$ cat config.mk
export PLATFORM = sky130hd
export DESIGN_NAME = axis_packet_arbiter
export DESIGN_NICKNAME = d
export VERILOG_FILES = /design/src/rtl/axis_pkg.sv /design/src/rtl/rr_arbiter.sv /design/src/rtl/axis_packet_arbiter.sv
export SDC_FILE = /design/constraint.sdc
export NUM_CORES = 1
export LEC_CHECK = 0
export ABC_AREA = 1
export CAP_MARGIN = 5
export CORE_ASPECT_RATIO = 0.8
export CORE_UTILIZATION = 31
export DETAILED_ROUTE_END_ITERATION = 16
export GPL_TIMING_DRIVEN = 1
export PLACE_DENSITY = 0.82
export SYNTH_ARGS = -nofsm -noshare
export SYNTH_HDL_FRONTEND = slang
export SYNTH_SLANG_ARGS = --single-unit
export TNS_END_PERCENT = 20
$ cat constraint.sdc
create_clock -name clk -period 3 [get_ports clk]
set_input_delay 0.75 -clock clk [delete_from_list [all_inputs] [get_ports clk]]
set_output_delay 0.75 -clock clk [all_outputs]
set_load 0.05 [all_outputs]
$ cat src/rtl/axis_pkg.sv
// Shared types and the round-robin pick function for the packet arbiter.
package axis_pkg;

   typedef enum logic [0:0] {IDLE, BUSY} state_t;

   localparam int unsigned MAX_PORTS = 16;

   // First set bit of req, searching upward from last+1 with wrap at num_ports.
   function automatic logic [3:0] rr_pick(input logic [MAX_PORTS-1:0] req,
                                          input logic [3:0]           last,
                                          input int unsigned          num_ports);
      logic [3:0]  pick;
      logic        found;
      int unsigned idx;
      pick  = '0;
      found = 1'b0;
      for (int unsigned i = 1; i <= MAX_PORTS; i++) begin
         if (i <= num_ports) begin
            idx = (32'(last) + i) % num_ports;
            if (!found && req[idx[3:0]]) begin
               found = 1'b1;
               pick  = idx[3:0];
            end
         end
      end
      return pick;
   endfunction

endpackage

$ cat src/rtl/rr_arbiter.sv
// Combinational round-robin arbiter: picks the next requester after last_grant.
module rr_arbiter
   import axis_pkg::*;
#(
   parameter int unsigned  NUM_PORTS = 4,
   localparam int unsigned ID_WIDTH  = $clog2(NUM_PORTS)
) (
   input  logic [NUM_PORTS-1:0] req,
   input  logic [ID_WIDTH-1:0]  last_grant,
   output logic                 gnt_valid,
   output logic [ID_WIDTH-1:0]  gnt_id
);

   always_comb begin
      gnt_valid = |req;
      gnt_id    = ID_WIDTH'(rr_pick(MAX_PORTS'(req), 4'(last_grant), NUM_PORTS));
   end

endmodule

$ cat src/rtl/axis_packet_arbiter.sv
// Packet-granular round-robin merge of NUM_PORTS AXI-stream sources onto one
// registered output; the grant is held from first beat through tlast.
module axis_packet_arbiter
   import axis_pkg::*;
#(
   parameter int unsigned  NUM_PORTS   = 4,
   parameter int unsigned  TDATA_WIDTH = 32,
   localparam int unsigned ID_WIDTH    = $clog2(NUM_PORTS)
) (
   input  logic                             clk,
   input  logic                             reset,
   input  logic [NUM_PORTS*TDATA_WIDTH-1:0] s_axis_tdata,
   input  logic [NUM_PORTS-1:0]             s_axis_tlast,
   input  logic [NUM_PORTS-1:0]             s_axis_tvalid,
   output logic [NUM_PORTS-1:0]             s_axis_tready,
   input  logic [NUM_PORTS-1:0]             port_enable,
   output logic [TDATA_WIDTH-1:0]           m_axis_tdata,
   output logic                             m_axis_tlast,
   output logic [ID_WIDTH-1:0]              m_axis_tid,
   output logic                             m_axis_tvalid,
   input  logic                             m_axis_tready,
   output logic                             busy
);

   state_t                 state_q, state_d;
   logic [ID_WIDTH-1:0]    grant_q, grant_d;
   logic [ID_WIDTH-1:0]    last_grant_q, last_grant_d;
   logic [NUM_PORTS-1:0]   req;
   logic                   gnt_valid;
   logic [ID_WIDTH-1:0]    gnt_id;
   logic                   accept;
   logic                   load;
   logic [TDATA_WIDTH-1:0] grant_data;

   logic [TDATA_WIDTH-1:0] m_data_q;
   logic                   m_last_q;
   logic [ID_WIDTH-1:0]    m_tid_q;
   logic                   m_valid_q;

   // Enable only gates new grants; an open packet keeps its grant regardless.
   assign req        = s_axis_tvalid & port_enable;
   assign grant_data = s_axis_tdata[32'(grant_q) * TDATA_WIDTH +: TDATA_WIDTH];

   rr_arbiter #(
      .NUM_PORTS(NUM_PORTS)
   ) u_rr_arbiter (
      .req       (req),
      .last_grant(last_grant_q),
      .gnt_valid (gnt_valid),
      .gnt_id    (gnt_id)
   );

   always_comb begin
      state_d       = state_q;
      grant_d       = grant_q;
      last_grant_d  = last_grant_q;
      s_axis_tready = '0;
      accept        = ~m_valid_q | m_axis_tready;
      load          = 1'b0;
      unique case (state_q)
         IDLE: begin
            if (gnt_valid) begin
               grant_d = gnt_id;
               state_d = BUSY;
            end
         end
         BUSY: begin
            s_axis_tready[grant_q] = accept;
            if (s_axis_tvalid[grant_q] && accept) begin
               load = 1'b1;
               if (s_axis_tlast[grant_q]) begin
                  last_grant_d = grant_q;
                  state_d      = IDLE;
               end
            end
         end
         default: state_d = IDLE;
      endcase
   end

   always_ff @(posedge clk) begin
      if (reset) begin
         state_q      <= IDLE;
         grant_q      <= '0;
         last_grant_q <= ID_WIDTH'(NUM_PORTS - 1);
         m_data_q     <= '0;
         m_last_q     <= 1'b0;
         m_tid_q      <= '0;
         m_valid_q    <= 1'b0;
      end else begin
         state_q      <= state_d;
         grant_q      <= grant_d;
         last_grant_q <= last_grant_d;
         if (load) begin
            m_data_q  <= grant_data;
            m_last_q  <= s_axis_tlast[grant_q];
            m_tid_q   <= grant_q;
            m_valid_q <= 1'b1;
         end else if (m_valid_q && m_axis_tready) begin
            m_valid_q <= 1'b0;
         end
      end
   end

   assign m_axis_tdata  = m_data_q;
   assign m_axis_tlast  = m_last_q;
   assign m_axis_tid    = m_tid_q;
   assign m_axis_tvalid = m_valid_q;
   assign busy          = (state_q == BUSY);

endmodule

==> impl_metrics.ini <==
[pwr]
p_total_uw = 2290
powerDensity_mw_per_mm2 = 507
vdd_drop_max_mv = 0.281
p_leak_uw = 0.00180

[floorplanning]
die_width_um = 102
rows = 28
die_area_mm2 = 0.00836
core_mm2 = 0.00757
initial_utilization = 0.328
dieHeight_um = 82
io_pins = 184

[sta]
setup_violations = 0
fin_crit_sh = 0.940
finalHoldViolCount = 0
final.setup_skew_ps = 10.9
worstMarginPinSlew_ps = 845
finalSetupTns_ps = 0
slew_headroom = 0.435
max_freq_ghz = 0.355
slew_viol_final = 0
timing.final.crit_period_ps = 2820
rsz0062_at_grt = no

[worst_setup_path]
cp_slowest_stage_delay_ps = 450
r2r-start = grant_q[1]
required_ps = 2250
cpMostUsedCell = nor2_1
worstSetupStartpointType = primary input
arrival_ps = 2070
crit_chain = clkdlybuf4s50_1, nor2_1, nor2_1, inv_1, nor3_1, buf_12
worstSetupPathType = primary input to output port
cpMaxStageDelayCell = clkdlybuf4s50_1
endpoint_kind = output port
crit_start = m_axis_tready
path_max_fanout = 4

[synthesis]
ys_types = 21
synth_seq_cells = 41
mappedNetlistArea_mm2 = 0.00248
syn_area_per_cell_um2 = 6.26
async_reset_ff_frac = 0
syn_nets = 539
synth-edff-count = 0
synthFlopType = dfxtp_1
yosys_warnings = 0
ys_seq_area_frac = 0.331
syn_inst = 396

[cts]
cts_sinks = 41
post_cts_resize_count = 0
clockBufferDepth = 2
cts_tree = yes
postCtsSetupRepairBufs = 0
clk_pin_slew_ps = 80
cts_buffers = 5
clockRootBuffer = clkbuf_8
clk_latency_ps = 290
ctsHtreeMaxLevel = 2
hold_buffers = 0

[cells_and_area]
seqCellArea_um2 = 821
area_growth_pct = 82.3
mostFrequentLayoutCell = clkdlybuf4s50_1
multiInputGateArea_mm2 = 0.00146
antenna_cells = 0
final_cell_mix = clkdlybuf4s50_1 (179), nand2_1 (105), nor2_1 (75), nand3_1 (46), dfxtp_1 (41)
num-fill-cells = 688
nets = 711
fin_area_mm2 = 0.00452
drive_above_1_share = 0.0562

[route]
drc = 0
first_iter_violations = 150
ant_nets = 0
vias = 3271
wire_per_inst_um = 13.5
wl_mm = 9.11
avgViaCountPerCell = 4.85
dr.pass1.iters = 5

[global_routing]
antenna_found_initial = 0
track_usage = 0.205
first_global_vias = 3006
overflow = 0
grt_max_degree = 36
grt_pass1_wl_mm = 13.4

[placed_design]
placed_area_mm2 = 0.00440
io_buffers = 183
routabilityCongestion = 0.867
dpl.hpwl_mm = 6.92

[job]
maxCapViolCount = 0

[status]
status = finished, final reports clean

[worst_hold_path]
holdCritStartpoint = m_axis_tlast
worst_hold_path_type = flip-flop to flip-flop
[per-layer routing]
| layer | share of wire | up-vias | wire length [um] | GRT usage |
|---|---|---|---|---|
| met3 | 0.11 | 4 | 1020 | 0.0502 |
| met1 | 0.38 | 1446 | 3510 | 0.221 |
| met5 | 0 | - | 0 | 0 |
| li1 | - | 1664 | - | - |
| met4 | 0.0050 | 0 | 46 | 0.0386 |
| met2 | 0.50 | 157 | 4540 | 0.407 |
[worst max-delay path, delay by kind of cell]
kind / cells / cell delay, ps
buffers and inverters: 3 / 760
AND/OR/NAND/NOR: 3 / 550
[power by group]
group	internal, uW	switching (uW)	leakage, uW
clock	272	187	0.0000585
combinational	480	674	0.00140
sequential	623	58.1	0.000336
total	1370	919	0.00180
[area by class of cell]
class | count | share of cell area
Clock inverter | 1 | 0.00664
Multi-Input combinational cell | 314 | 0.324
Inverter | 15 | 0.0125
Timing Repair Buffer | 191 | 0.427
Sequential cell | 41 | 0.182
Tap cell | 105 | 0.0291
Clock buffer | 7 | 0.0191
[registers in the layout, summed over array words and instances (netlist names)]
register / flops
grant_q: 2
m_axis_tvalid: 1
last_grant_q: 2
m_axis_tid: 2
busy: 1
m_axis_tlast: 1
m_axis_tdata: 32
[synth_stat cells, drive strengths merged, types with 2 or more instances]
cell,number,share of area
nand2,108,0.17
a21oi,4,0.0081
nand3,46,0.093
nand4,2,0.0050
dfxtp,41,0.33
clkbuf,9,0.014
nor3,3,0.0061
buf,17,0.042
inv,15,0.023
a22oi,35,0.11
nor2,78,0.13
o21ai,36,0.073
[cell families after synthesis]
logic type,share of synthesized area
AO/OA/AOI/OAI,0.193
flip-flops,0.331
AND/OR/NAND/NOR,0.398
buffers and inverters,0.0787
[worst paths after layout]
kind	end	slack, ps	cells after the start
max	s_axis_tready[1]	180	6
min	m_axis_tlast	480	2
max reg2reg	m_axis_tid[1]	670	8
min reg2reg	m_axis_tlast	480	2
[per-stage QoR]
step                      setup WS, ps  instances   util  hold slack, ps
after global routing              99.5        674  0.597             501
after CTS                          174        674  0.597             482
after floorplan                    188        396      -             483
final                              181        674  0.597             485
after global placement             216        666  0.582             453
after detailed placement           197        666  0.582             469
Note: power is estimated with default switching activity, not from simulation.
